[src/rtl/tlc_lights_decoder.sv]
// Decoder for the 9-bit traffic-light bus. It recovers the active direction, phase and
// dwell time, and flags illegal light patterns with sticky error bits.
module tlc_lights_decoder #(
    parameter int MIN_YELLOW = 2,
    parameter int CNT_W      = 8
) (
    input  logic             clk,
    input  logic             rst,
    input  logic [8:0]       lights,
    input  logic             clr_err,
    output logic [1:0]       active_dir,
    output logic             active_valid,
    output logic [1:0]       phase,
    output logic [CNT_W-1:0] dwell,
    output logic             dir_change,
    output logic             err_illegal,
    output logic             err_conflict,
    output logic             err_seq,
    output logic             err_yellow_short
);

    localparam logic [1:0]       ST_RED    = 2'd0;
    localparam logic [1:0]       ST_GREEN  = 2'd1;
    localparam logic [1:0]       ST_YELLOW = 2'd2;
    localparam logic [8:0]       ALL_RED   = 9'b001001001;
    localparam logic [CNT_W-1:0] CNT_MAX   = '1;
    localparam logic [CNT_W-1:0] MIN_Y     = CNT_W'(MIN_YELLOW);

    // Non-one-hot triples decode as red so that they never become the active direction.
    function automatic logic [1:0] decode_triple(input logic [2:0] t);
        case (t)
            3'b100:  decode_triple = ST_GREEN;
            3'b010:  decode_triple = ST_YELLOW;
            default: decode_triple = ST_RED;
        endcase
    endfunction

    logic [8:0]       prev_lights_reg;
    logic [CNT_W-1:0] yel_cnt_reg, yel_cnt_next;
    logic             last_green_valid_reg, last_green_valid_next;
    logic [1:0]       last_green_dir_reg, last_green_dir_next;

    logic [2:0][1:0]  cur_st;
    logic [2:0][1:0]  prev_st;
    logic [2:0]       illegal;
    logic [2:0]       non_red;
    logic [2:0]       seq_bad;
    logic [2:0]       yel_to_red;

    // Triple index 0 = NS [8:6], 1 = EW [5:3], 2 = LT [2:0].
    generate
        for (genvar gi = 0; gi < 3; gi++) begin : g_triple
            logic [2:0] cur_t;
            logic [2:0] prev_t;
            assign cur_t       = lights[8-3*gi -: 3];
            assign prev_t      = prev_lights_reg[8-3*gi -: 3];
            assign cur_st[gi]  = decode_triple(cur_t);
            assign prev_st[gi] = decode_triple(prev_t);
            assign illegal[gi] = !((cur_t == 3'b100) || (cur_t == 3'b010) || (cur_t == 3'b001));
            assign non_red[gi] = (cur_st[gi] != ST_RED);
            assign seq_bad[gi] = ((prev_st[gi] == ST_GREEN)  && (cur_st[gi] == ST_RED))    ||
                                 ((prev_st[gi] == ST_YELLOW) && (cur_st[gi] == ST_GREEN))  ||
                                 ((prev_st[gi] == ST_RED)    && (cur_st[gi] == ST_YELLOW));
            assign yel_to_red[gi] = (prev_st[gi] == ST_YELLOW) && (cur_st[gi] == ST_RED);
        end
    endgenerate

    logic conflict;
    assign conflict = (non_red[0] & non_red[1]) | (non_red[0] & non_red[2]) | (non_red[1] & non_red[2]);

    logic             valid_next;
    logic [1:0]       dir_next;
    logic [1:0]       phase_next;
    logic [CNT_W-1:0] dwell_next;
    logic             dir_change_next;
    logic             prev_yel_active;
    logic             tuple_changed;
    logic             entering_green;

    // On a conflict the previous active tuple is held.
    always_comb begin
        valid_next = active_valid;
        dir_next   = active_dir;
        phase_next = phase;
        if (!conflict) begin
            if (non_red == 3'b000) begin
                valid_next = 1'b0;
                phase_next = ST_RED;
            end else begin
                valid_next = 1'b1;
                for (int i = 0; i < 3; i++) begin
                    if (non_red[i]) begin
                        dir_next   = 2'(i);
                        phase_next = cur_st[i];
                    end
                end
            end
        end
    end

    always_comb begin
        tuple_changed = {valid_next, dir_next, phase_next} != {active_valid, active_dir, phase};
        if (tuple_changed) begin
            dwell_next = '0;
        end else if (dwell == CNT_MAX) begin
            dwell_next = dwell;
        end else begin
            dwell_next = dwell + 1'b1;
        end
    end

    // Consecutive yellow count for the active direction; restarts at 1 on entering yellow.
    always_comb begin
        prev_yel_active = 1'b0;
        for (int i = 0; i < 3; i++) begin
            if ((dir_next == 2'(i)) && (prev_st[i] == ST_YELLOW)) begin
                prev_yel_active = 1'b1;
            end
        end
        if (!conflict && valid_next && (phase_next == ST_YELLOW)) begin
            if (!prev_yel_active) begin
                yel_cnt_next = CNT_W'(1);
            end else if (yel_cnt_reg == CNT_MAX) begin
                yel_cnt_next = yel_cnt_reg;
            end else begin
                yel_cnt_next = yel_cnt_reg + 1'b1;
            end
        end else begin
            yel_cnt_next = '0;
        end
    end

    always_comb begin
        entering_green = valid_next && (phase_next == ST_GREEN) &&
                         (!active_valid || (phase != ST_GREEN) || (dir_next != active_dir));
        dir_change_next = entering_green && last_green_valid_reg && (last_green_dir_reg != dir_next);
        last_green_valid_next = last_green_valid_reg;
        last_green_dir_next   = last_green_dir_reg;
        if (valid_next && (phase_next == ST_GREEN)) begin
            last_green_valid_next = 1'b1;
            last_green_dir_next   = dir_next;
        end
    end

    logic err_illegal_next, err_conflict_next, err_seq_next, err_yellow_short_next;

    // A new error in the same cycle as clr_err still sets the flag.
    always_comb begin
        err_illegal_next      = (|illegal) | (err_illegal & ~clr_err);
        err_conflict_next     = conflict | (err_conflict & ~clr_err);
        err_seq_next          = (|seq_bad) | (err_seq & ~clr_err);
        err_yellow_short_next = ((|yel_to_red) && (yel_cnt_reg < MIN_Y)) |
                                (err_yellow_short & ~clr_err);
    end

    always_ff @(posedge clk) begin
        if (rst) begin
            prev_lights_reg      <= ALL_RED;
            yel_cnt_reg          <= '0;
            last_green_valid_reg <= 1'b0;
            last_green_dir_reg   <= 2'd0;
            active_dir           <= 2'd0;
            active_valid         <= 1'b0;
            phase                <= ST_RED;
            dwell                <= '0;
            dir_change           <= 1'b0;
            err_illegal          <= 1'b0;
            err_conflict         <= 1'b0;
            err_seq              <= 1'b0;
            err_yellow_short     <= 1'b0;
        end else begin
            prev_lights_reg      <= lights;
            yel_cnt_reg          <= yel_cnt_next;
            last_green_valid_reg <= last_green_valid_next;
            last_green_dir_reg   <= last_green_dir_next;
            active_dir           <= dir_next;
            active_valid         <= valid_next;
            phase                <= phase_next;
            dwell                <= dwell_next;
            dir_change           <= dir_change_next;
            err_illegal          <= err_illegal_next;
            err_conflict         <= err_conflict_next;
            err_seq              <= err_seq_next;
            err_yellow_short     <= err_yellow_short_next;
        end
    end

endmodule

[config.mk]
export PLATFORM = sky130hd
export DESIGN_NAME = tlc_lights_decoder
export DESIGN_NICKNAME = d
export VERILOG_FILES = /design/src/rtl/tlc_lights_decoder.sv
export SDC_FILE = /design/constraint.sdc
export NUM_CORES = 1
export LEC_CHECK = 0
export CAP_MARGIN = 10
export CORE_MARGIN = 8
export CORE_UTILIZATION = 61
export CTS_BUF_LIST = sky130_fd_sc_hd__clkbuf_8
export CTS_CLUSTER_DIAMETER = 100
export DETAILED_ROUTE_END_ITERATION = 8
export PLACE_DENSITY = 0.87
export SLEW_MARGIN = 20
export SYNTH_ARGS = -nofsm -noshare
export SYNTH_HDL_FRONTEND = slang
export SYNTH_SLANG_ARGS = --single-unit
[constraint.sdc]
create_clock -name clk -period 3.31 [get_ports clk]
set_input_delay 0.4965 -clock clk [delete_from_list [all_inputs] [get_ports clk]]
set_output_delay 0.4965 -clock clk [all_outputs]
set_load 0.05 [all_outputs]
==> run_results.csv <==
group,metric,value,unit
routing,routed_wl,5733,um
worst_setup_path,cp_top_family,"compound AO/OA/AOI/OAI gates",
clocking,htree_levels,2,
worst_setup_path,cp-start-kind,"input pin",
sta,slew_violations,0,
worst_setup_path,cp_num_buf_inv,1,
grt,grt_max_degree,18,
sta,hold_viol,0,
final_layout,area_growth,22.48,%
routing,num_vias,2193,
place,place_congestion,0.9558,
final_layout,finish.instance_area,2748,sq um
clocking,clockRootBuffer,"clkbuf_8",
synthesis,ys_top_cells_by_count,"dfxtp_1, nor2_1, o21ai_0, nand2_1, a21oi_1",
run_status,status,"finished, final reports clean",
routing,drt_iter0_drc,242,
routing,drt-vias-per-instance,6.266,
clocking,cts_sinks,38,
synthesis,synthesis.nets,280,
sta,clock-skew-final,0.008071,ns
worst_setup_path,end_kind,"flip-flop",
worst_setup_path,cp_max_fo,8,
routing,wl_per_cell,16.38,um
job,drv_cap,0,
grt,grt.overflow.total,0,
synthesis,syn_inst,266,
worst_setup_path,cp_cell_sequence,"clkdlybuf4s50_1 -> nor3b_2 -> a211oi_2 -> o221ai_1 -> o21ai_0 -> a311oi_2 -> mux2_1",
clocking,post_cts_buffers,0,
sta,fmax,0.3517,GHz
die,die_h,76.65,um
die,die_area,5874,sq um
clocking,clock_latency,0.30,ns
final_layout,drive_above_1_share,11.59,%
hold_path,hp-class,"flip-flop to flip-flop",
sta,relSlewSlack,61.08,%
synthesis,synth_area_leaders,"dfxtp_1, nor2_1, o21ai_0",
routing,drt_first_pass_iters,4,
synthesis,synth_top_area_share,33.91,%
clocking,cts-resized-gates,0,
power,power.density,458.3,nW/um^2
die,die_w,76.65,um
place,postPlaceCellArea,2610,sq um
place,dp.final_hpwl,4230,um
routing,remaining_drc_errors,0,
die,start_util,62.21,%
die,core_area,3606,sq um
clocking,clk_pin_slew_worst_paths,0.08,ns
worst_setup_path,crit_path_max_incr_delay,0.58,ns
final_layout,final_nets,315,
grt,groute.usage.overall,19.51,%
worst_setup_path,critPathKind,"input pin to flip-flop",
grt,grt_pass1_wl,9701,um
clocking,cts_buffer_depth,2,
power,vdd_drop_max,0.3018,mV
worst_setup_path,critPathSlowestCell,"clkdlybuf4s50_1",
sta,fin_crit_sh,85.91,%
sta,worst_slew_pin_slew,0.5812,ns
clocking,cts_tree,"built",
synthesis,synth_cell_types,59,
synthesis,netlist_area,2243,sq um
clocking,hold_buffers,0,
sta,rsz0062_at_grt,"false",
final_layout,diodes,0,
synthesis,yosysTopAreaCell,"dfxtp_1",
routing,ant_nets,0,
worst_setup_path,cp_data_required_time,3.49,ns
sta,final-setup-viol-count,0,
place,portBuffers,29,
synthesis,async_flop_share,0,%
sta,fin_setup_tns,0,ns
synthesis,avgSynthCellArea,8.434,sq um
grt,grt_antenna_before_repair,0,
die,io_pins,30,
synthesis,synth-edff-count,0,
die,rows,22,
clocking,cts_buffers,5,
worst_setup_path,worstPathArrival,3.03,ns
synthesis,ys_warn_count,0,
synthesis,yosysSeqAreaShare,33.91,%
synthesis,yosysMostFrequentCell,"dfxtp_1",
final_layout,largest_reg_flops,9,
sta,min_period,2.844,ns
power,p_leak,0.0009480,uW
synthesis,synth-seq-cells,38,
grt,grt_pass1_vias,2071,
synthesis,synthFlopType,"dfxtp_1",
-- area by class of cell --
cell class	instances	area, sq um
fillers	272	858.3
inverters	5	18.77
clock buffers	5	68.82
well taps	48	60.06
clock inverters	3	68.82
multi-input cells	213	1413
flip-flops and latches	38	760.7
repair buffers	38	357.8
-- layout by cell type (no fill, tap or decap), drive strengths merged, types with 4 or more instances in the layout --
master and count:
or3b 4, nor2b 13, o21ai 20, dfxtp 38
inv 5, clkdlybuf4s50 29, or2 4, nor3 4
clkbuf 5, nand4 7, buf 9, nor2 27
a21oi 14, nand3 10, o22ai 4, nor4 10
nand2b 8, xnor2 9, nand2 15, o211ai 5
nor3b 4, xor2 7
-- tightest hold or removal path: stages, from the launching register on --
cell and delay, ns:
dfxtp_1 0.32, nand2_1 0.06, a21oi_1 0.06
-- kinds of logic after synthesis --
kind of cell / Yosys count / share of synthesized area (%)
XOR/XNOR: 16 / 6.582
flip-flops: 38 / 33.91
AO/OA/AOI/OAI: 74 / 23.98
multiplexers: 5 / 2.342
adder cells (fa/ha/maj): 2 / 1.115
buffers and inverters: 15 / 3.123
AND/OR/NAND/NOR: 116 / 28.95
-- report_power, final --
part	total (uW)	internal, uW	switching [uW]
sequential	499	477	22.2
clock	477	302	175
combinational	283	111	172
-- through the flow --
stage	total power (uW)	std cells	setup WS (ns)	util, %	hold slack (ns)
floorplan	698.2	266	0.9817	-	0.4507
global placement	784.2	342	0.3273	72.38	0.4562
detailed placement	786.7	342	0.2271	72.38	0.4692
CTS	1260	350	0.5362	76.20	0.4812
global route	1307	350	0.2886	76.20	0.5047
finish	1259	350	0.4663	76.20	0.4763
-- routing by layer --
| layer | vias to the layer above | GRT usage, % | part of all wire [%] |
|---|---|---|---|
| li1 | 1068 | - | - |
| met1 | 1027 | 24.90 | 46 |
| met2 | 90 | 29.99 | 45 |
| met3 | 8 | 5.542 | 7.7 |
| met4 | 0 | 7.885 | 1.4 |
| met5 | - | 0 | 0 |
-- path summary, 6_finish.rpt --
kind / endpoint / depth (start not counted) / slack [ns] / start
max: last_green_dir_reg[0] / 7 / 0.47 / lights[5]
min: err_conflict / 2 / 0.48 / err_conflict
max reg2reg: last_green_dir_reg[0] / 6 / 1.08 / phase[0]
min reg2reg: err_conflict / 2 / 0.48 / err_conflict
No activity file was read; power rests on OpenSTA's default activity.
